`src/rtl/uart_pkg.sv`:
```
// uart_pkg: shared UART state encodings and default bit timing.
// Used by both the UART transmitter and receiver.
package uart_pkg;

  localparam int DIV_WID_DEF = 7;
  localparam int DIV_CNT_DEF = 86;

  typedef enum logic [2:0] {
    IDLE,
    START,
    DATA,
    STOP,
    BRK
  } uart_state_e;

endpackage

```
`src/rtl/sync_2ff.sv`:
```
// sync_2ff: 1-bit two-flop synchroniser, resets to 1.
// Suitable for any idle-high asynchronous input.
module sync_2ff (
  input  logic clk,
  input  logic rst,
  input  logic d,
  output logic q
);

  logic meta;

  // two-stage capture of the asynchronous input
  always_ff @(posedge clk) begin
    if (rst) begin
      meta <= 1'b1;
      q    <= 1'b1;
    end else begin
      meta <= d;
      q    <= meta;
    end
  end

endmodule

```
`src/rtl/uart_rx.sv`:
```
// uart_rx: 8N1 UART receiver, LSB first, mid-bit sampling.
// Emits a one-cycle valid strobe per good byte, or a framing-error strobe.
module uart_rx
  import uart_pkg::*;
#(
  parameter int DIV_WID = DIV_WID_DEF,
  parameter int DIV_CNT = DIV_CNT_DEF
) (
  input  logic       i_clk,
  input  logic       i_rst,
  input  logic       i_uart_mosi,
  output logic [7:0] o_rxdata,
  output logic       o_rxvalid,
  output logic       o_frame_err,
  output logic       o_busy
);

  localparam logic [DIV_WID-1:0] RELOAD = DIV_WID'(DIV_CNT);
  localparam logic [DIV_WID-1:0] HALF   = DIV_WID'(DIV_CNT / 2);

  uart_state_e        state, state_n;
  logic [DIV_WID-1:0] div, div_n;
  logic [3:0]         bit_cnt, cnt_n;
  logic [7:0]         shreg, sh_n;
  logic [7:0]         data_n;
  logic               valid_n, ferr_n;
  logic               rx_s;
  logic               samp;

  sync_2ff u_sync (
    .clk (i_clk),
    .rst (i_rst),
    .d   (i_uart_mosi),
    .q   (rx_s)
  );

  assign samp   = (div == '0);
  assign o_busy = (state != IDLE);

  // state and datapath registers
  always_ff @(posedge i_clk) begin
    if (i_rst) begin
      state       <= IDLE;
      div         <= '0;
      bit_cnt     <= '0;
      shreg       <= '0;
      o_rxdata    <= '0;
      o_rxvalid   <= 1'b0;
      o_frame_err <= 1'b0;
    end else begin
      state       <= state_n;
      div         <= div_n;
      bit_cnt     <= cnt_n;
      shreg       <= sh_n;
      o_rxdata    <= data_n;
      o_rxvalid   <= valid_n;
      o_frame_err <= ferr_n;
    end
  end

  // next-state, bit timing and shift logic
  always_comb begin
    state_n = state;
    div_n   = div;
    cnt_n   = bit_cnt;
    sh_n    = shreg;
    data_n  = o_rxdata;
    valid_n = 1'b0;
    ferr_n  = 1'b0;
    unique case (state)
      IDLE: begin
        div_n = '0;
        if (!rx_s) begin
          state_n = START;
          div_n   = HALF;
        end
      end
      START: begin
        div_n = div - 1'b1;
        if (samp) begin
          if (!rx_s) begin
            state_n = DATA;
            div_n   = RELOAD;
            cnt_n   = 4'd0;
          end else begin
            state_n = IDLE;
            div_n   = '0;
          end
        end
      end
      DATA: begin
        div_n = div - 1'b1;
        if (samp) begin
          sh_n  = {rx_s, shreg[7:1]};
          cnt_n = bit_cnt + 4'd1;
          div_n = RELOAD;
          if (bit_cnt == 4'd7) state_n = STOP;
        end
      end
      STOP: begin
        div_n = div - 1'b1;
        if (samp) begin
          div_n = '0;
          if (rx_s) begin
            data_n  = shreg;
            valid_n = 1'b1;
            state_n = IDLE;
          end else begin
            ferr_n  = 1'b1;
            state_n = BRK;
          end
        end
      end
      BRK: begin
        div_n = '0;
        if (rx_s) state_n = IDLE;
      end
      default: begin
        state_n = IDLE;
        div_n   = '0;
      end
    endcase
  end

endmodule

```
`config.mk`:
```
export PLATFORM = sky130hd
export DESIGN_NAME = uart_rx
export DESIGN_NICKNAME = d
export VERILOG_FILES = /design/src/rtl/uart_pkg.sv /design/src/rtl/sync_2ff.sv /design/src/rtl/uart_rx.sv
export SDC_FILE = /design/constraint.sdc
export NUM_CORES = 1
export LEC_CHECK = 0
export ABC_AREA = 1
export BUFFER_PORTS_ARGS = -buffer_cell sky130_fd_sc_hd__buf_2
export CAP_MARGIN = 40
export CELL_PAD_IN_SITES_DETAIL_PLACEMENT = 2
export CELL_PAD_IN_SITES_GLOBAL_PLACEMENT = 2
export CORE_UTILIZATION = 33
export DETAILED_ROUTE_END_ITERATION = 6
export PLACE_DENSITY_LB_ADDON = 0.1
export SYNTH_ARGS = -nofsm -noshare
export SYNTH_HDL_FRONTEND = slang
export SYNTH_HIERARCHICAL = 1
export SYNTH_SLANG_ARGS = --single-unit
```
`constraint.sdc`:
```
create_clock -name i_clk -period 1.71 [get_ports i_clk]
set_clock_uncertainty 0.2 [all_clocks]
set_input_delay 0 -clock i_clk [delete_from_list [all_inputs] [get_ports i_clk]]
set_output_delay 0 -clock i_clk [all_outputs]
set_load 0.01 [all_outputs]
```
=== Word level (Yosys, flattened, before mapping) ===
Cells that the tools add are included.

* Reductions and logical operators: 9
* Add/sub/neg operators: 2
* Equal/unequal tests: 12
* Multiplexer cells: 21
* Bitwise operators: 2

{| class="wikitable"
|+ Operators with widths
! kind !! number
|-
| 7-bit two-way mux || 4
|-
| 7-bit case mux with 4 select lines || 1
|-
| 3-bit two-way mux || 7
|-
| 3-bit case mux with 5 select lines || 1
|-
| 4-bit two-way mux || 3
|-
| 2-bit != test, second input constant || 6
|-
| 4-bit case mux with 2 select lines || 1
|-
| 7-bit zero test || 1
|-
| 7-bit by 1-bit subtractor with 7-bit output, second input constant || 1
|-
| 3-bit by 2-bit == test with 1-bit output, second input constant || 2
|-
| 6-bit two-way mux || 1
|-
| 6-bit AND reduction || 1
|-
| 4-bit by 1-bit adder with 4-bit output, second input constant || 1
|-
| 4-bit by 3-bit == test with 1-bit output, second input constant || 1
|-
| 4-bit AND reduction || 1
|-
| 3-bit by 1-bit == test with 1-bit output, second input constant || 1
|-
| 3-bit == test, second input constant || 1
|-
| 3-bit zero test || 1
|-
| 3-bit AND reduction || 1
|-
| 3-bit nonzero test || 1
|-
| 3-bit OR reduction || 1
|-
| 1-bit two-way mux || 2
|-
| 2-bit two-way mux || 1
|-
| 2-bit by 1-bit != test with 1-bit output, second input constant || 1
|-
| 3 further kinds || 4
|}

* Input port bits: 3
* Word-level logic and storage cells: 55
* Register bits: 34

=== Logic depth before layout (Yosys ltp) ===
* Word-level depth: 4
* Mapped depth: 11
* Gate-level depth less buffers: 10

=== Hierarchy ===
Netlist, hierarchy kept.

{| class="wikitable"
|+ By module, submodules not included
! module !! times used !! cells an instance !! area an instance (sq um)
|-
| uart_rx || 1 || 192 || 1408.9
|-
| sync_2ff || 1 || 7 || 58.8
|}

=== Worst setup path after synthesis ===
OpenSTA, ideal clock, no wires.

* Path kind: flip-flop to flip-flop
* Start: reg div[0]
* End: reg o_rxdata[0]
* Library setup time: 0.116 ns
* Arrival: 1.247 ns
* Period minus slack after synthesis: 1.563 ns
* Cell stages (with the launch flop): 11
* Setup slack: 0.147 ns
* Path through: dfxtp_1 inv_1 ha_1 inv_1 nor2_1 nand3_2 buf_6 inv_6 nand3_4 o21ai_0 nor2_1

* Longest elaborated chain between the ends: 2

{| class="wikitable"
|+ Ends and longest elaborated chain
! element !! line !! RTL
|-
| from (decl) || uart_rx.sv:22 || <nowiki>logic [DIV_WID-1:0] div, div_n;</nowiki>
|-
| from (signal assigned) || uart_rx.sv:52 || <nowiki>div <= div_n;</nowiki>
|-
| 7-bit zero test || uart_rx.sv:37 || <nowiki>assign samp = (div == '0);</nowiki>
|-
| 3-bit AND reduction (no source line) || - ||
|-
| to (signal assigned) || uart_rx.sv:55 || <nowiki>o_rxdata <= data_n;</nowiki>
|-
| to (decl) || uart_rx.sv:12 || <nowiki>output logic [7:0] o_rxdata,</nowiki>
|}

No other way between the ends.
A chain may end at the register's enable or synchronous reset.

=== Final worst setup path ===
* Start: reg div[1]
* End: reg div[4]

* Longest elaborated chain between the ends: 3
* Elaborated cells on any way between the ends: 6

{| class="wikitable"
|+ Ends and longest elaborated chain
! element !! line !! RTL
|-
| 7-bit by 1-bit subtractor with 7-bit output / 7-bit zero test (equally long branches) || - ||
|-
| 7-bit two-way mux, on equally long branches || uart_rx.sv:102, uart_rx.sv:80, uart_rx.sv:93 ||
|-
| 7-bit case mux with 4 select lines * || uart_rx.sv:70 || <nowiki>unique case (state)</nowiki>
|}

Every way passes the cells marked *; elsewhere a longest branch is shown, timed or not.

==> results.yml <==
timing:
  finalMaxSlewViolations: 0
  hold_viol_final: 0
  finalSetupTns_ns: -0.01019
  slew_headroom_pct: 75.72
  setup_violations: 2
  clock.fmax_ghz: 0.5827
  min_period_ns: 1.716
  tightest_slew_ns: 0.3638
  rsz0062_at_grt: "true"
  fin_ws_ns: -0.006103
  min_period_over_period_pct: 100.4
  whs_ns: 0.2303
route:
  ant_nets: 0
  drt_first_pass_iters: 4
  wirelength_um: 4968
  via_count: 1412
  drtIter0Drc: 63
  drc: 0
  wire_per_inst_um: 17.43
  vias_per_cell: 4.954
layout:
  syn2layout_area_growth_pct: 31.20
  final_nets: 240
  drive_gt1_share_pct: 28.51
  antenna_cells: 0
logic_synthesis:
  synth_cell_types: 25
  yosysTopAreaCellShare_pct: 46.38
  syn-cell-area_mm2: 0.001468
  yosysWarnings: 6
  synth_largest_area_cell: "dfxtp_1"
  yosysSeqAreaShare_pct: 46.38
  yosys-top-cells-area: "dfxtp_1 46%, nor2_1 13%, nand2_1 8.2%"
  synth.avg_cell_area_um2: 7.375
  syn-instance-count: 199
  synth-seq-cells: 34
  syn-num-nets: 205
grt:
  grtUsageTotal_pct: 21.70
  antenna_found_initial: 0
  grt_first_pass_wirelength_um: 7224
  grt_pass1_vias: 1498
  grt_overflow: 0
  grt_start_max_net_pins: 16
floorplan:
  die-area_mm2: 0.004718
  io_pins: 14
  rows: 23
  start_util_pct: 35.42
  die_h_um: 68.69
  die_x_um: 68.69
  fp.coreArea_mm2: 0.004144
cts:
  clock_latency_ns: 0.30
  cts_tree: "built"
  cts_htree_levels: 2
  root_buffer: "clkbuf_8"
  numClockSinks: 34
  clk_pin_slew_worst_paths_ns: 0.07
  cts_inserted_buffers: 5
  ctsLongestPathBuffers: 2
worst_setup_path:
  path_max_fanout: 5
  cp-start-kind: "flip-flop"
  cp-end-kind: "flip-flop"
  worst-endpoint-arrival_ns: 1.70
  cp.required_ns: 1.70
  setup.worst_path.class: "reg2reg"
placed_design:
  hpwl_um: 3186
  port-buffer-count: 13
  place_congestion: 0.8775
flow_run:
  drv_cap: 0
status:
  violations: "setup timing"
  status: "finished, violations left"
power_and_ir_drop:
  p_leak_nw: 0.9120
  ir_worst_vdd_mv: 0.7626
  p_per_area_mw_per_mm2: 2045
worst_hold_path:
  min-delay-path-class: "reg2reg"
## layout make-up
cell class | count | area [um^2]
Clock buffer | 7 | 86.33
Multi-Input combinational cell | 140 | 767.0
Timing Repair Buffer | 33 | 235.2
Inverter | 20 | 85.08
Sequential cell | 34 | 684.4
Clock inverter | 1 | 5.005
Fill cell | 487 | 2218
Tap cell | 50 | 62.56
## repair_timing
item / CTS / global route
hold buffers: 3 / 0
endpoints found under the setup margin: 28 / 26
gates resized for setup: 17 / 19
setup buffers: 0 / 6
endpoints found under the hold margin: 8 / 0
gates cloned: 0 / 1
pin swaps: 3 / 5
## placed cells by master (no fill, tap or decap), drive strengths merged
master | netlist | final
nand2 | 33 | 33
nand4 | 4 | 4
nand3 | 10 | 10
a211oi | 1 | 1
xnor2 | 1 | 1
nor2 | 52 | 52
nor3 | 2 | 2
o21ai | 22 | 22
ha | 3 | 3
clkbuf | 2 | 7
dlygate4sd3 | 0 | 3
inv | 19 | 19
a21oi | 7 | 7
xor2 | 3 | 3
clkinv | 1 | 2
dfxtp | 34 | 34
o2111ai | 1 | 1
a31oi | 1 | 1
buf | 3 | 30
## power breakdown
group	switching [W]	internal [W]
logic	0.00130	0.000855
registers	0.000160	0.000982
clock network	0.000313	0.000325
total	0.00178	0.00216
## stage by stage
stage | total power (W) | util [%] | instances | worst slack, ns | instance area (um^2)
6_report | 0.003937 | 46.47 | 285 | -0.006103 | 1926
5_1_grt | 0.004198 | 46.47 | 285 | -0.08375 | 1926
3_3_place_gp | 0.002630 | 39.58 | 267 | 0.02693 | 1640
4_1_cts | 0.003596 | 43.75 | 278 | 0.007377 | 1813
3_5_place_dp | 0.002739 | 39.58 | 267 | -0.1214 | 1640
2_1_floorplan | 0.002208 | - | 199 | 0.1468 | 1468
## final timing paths
| path | from | endpoint | slack, ns | depth (start not counted) |
|---|---|---|---|---|
| worst min-delay path | u_sync/meta | u_sync/q | 0.23 | 2 |
| worst max register to register | div[1] | div[4] | -0.006 | 10 |
| worst min register to register | u_sync/meta | u_sync/q | 0.23 | 2 |
| worst max-delay path | div[1] | div[4] | -0.006 | 10 |
## cell usage after synthesis
cell       number
clkinv_4        1
nor2_1         49
buf_1           1
nand4_1         4
inv_1          18
nand2_2         1
nand3_2         1
a21oi_1         7
nand3_4         1
o2111ai_1       1
nor2_2          3
dfxtp_1        34
nor3_1          2
nand2_1        32
inv_6           1
xor2_1          3
o21ai_0        22
xnor2_1         1
nand3_1         8
a31oi_1         1
buf_6           1
buf_4           1
ha_1            3
a211oi_1        1
clkbuf_1        2
## critical path, cell delays in order (launching register included)
cell	delay, ns
dfxtp_2	0.33
inv_2	0.08
ha_4	0.14
inv_2	0.04
nor2_4	0.10
nand3_4	0.14
buf_6	0.18
a21oi_4	0.13
nand2_2	0.11
nand2_4	0.11
nor2_2	0.05
## per-layer routing
metal	global-route usage [%]	vias up	wire length [um]
met2	36.89	16	2555
met5	0	-	0
met1	27.05	682	2209
met3	4.441	6	156
li1	-	708	-
met4	7.653	0	46
## sequential cells by signal (all words and copies together), names as in the netlist
signal       count
bit_cnt          4
div              7
o_frame_err      1
o_rxdata         8
o_rxvalid        1
shreg            8
state            3
u_sync/meta      1
u_sync/q         1
## cell families after synthesis
logic type                 synth area share (%)
and+or+nand+nor                           29.41
DFF                                       46.38
AOI/OAI and AO/OA                         11.42
buffers and inverters                     7.843
xor gates and xnor gates                  2.387
adders and majority gates                 2.558
No activity file was read; power rests on OpenSTA's default activity.
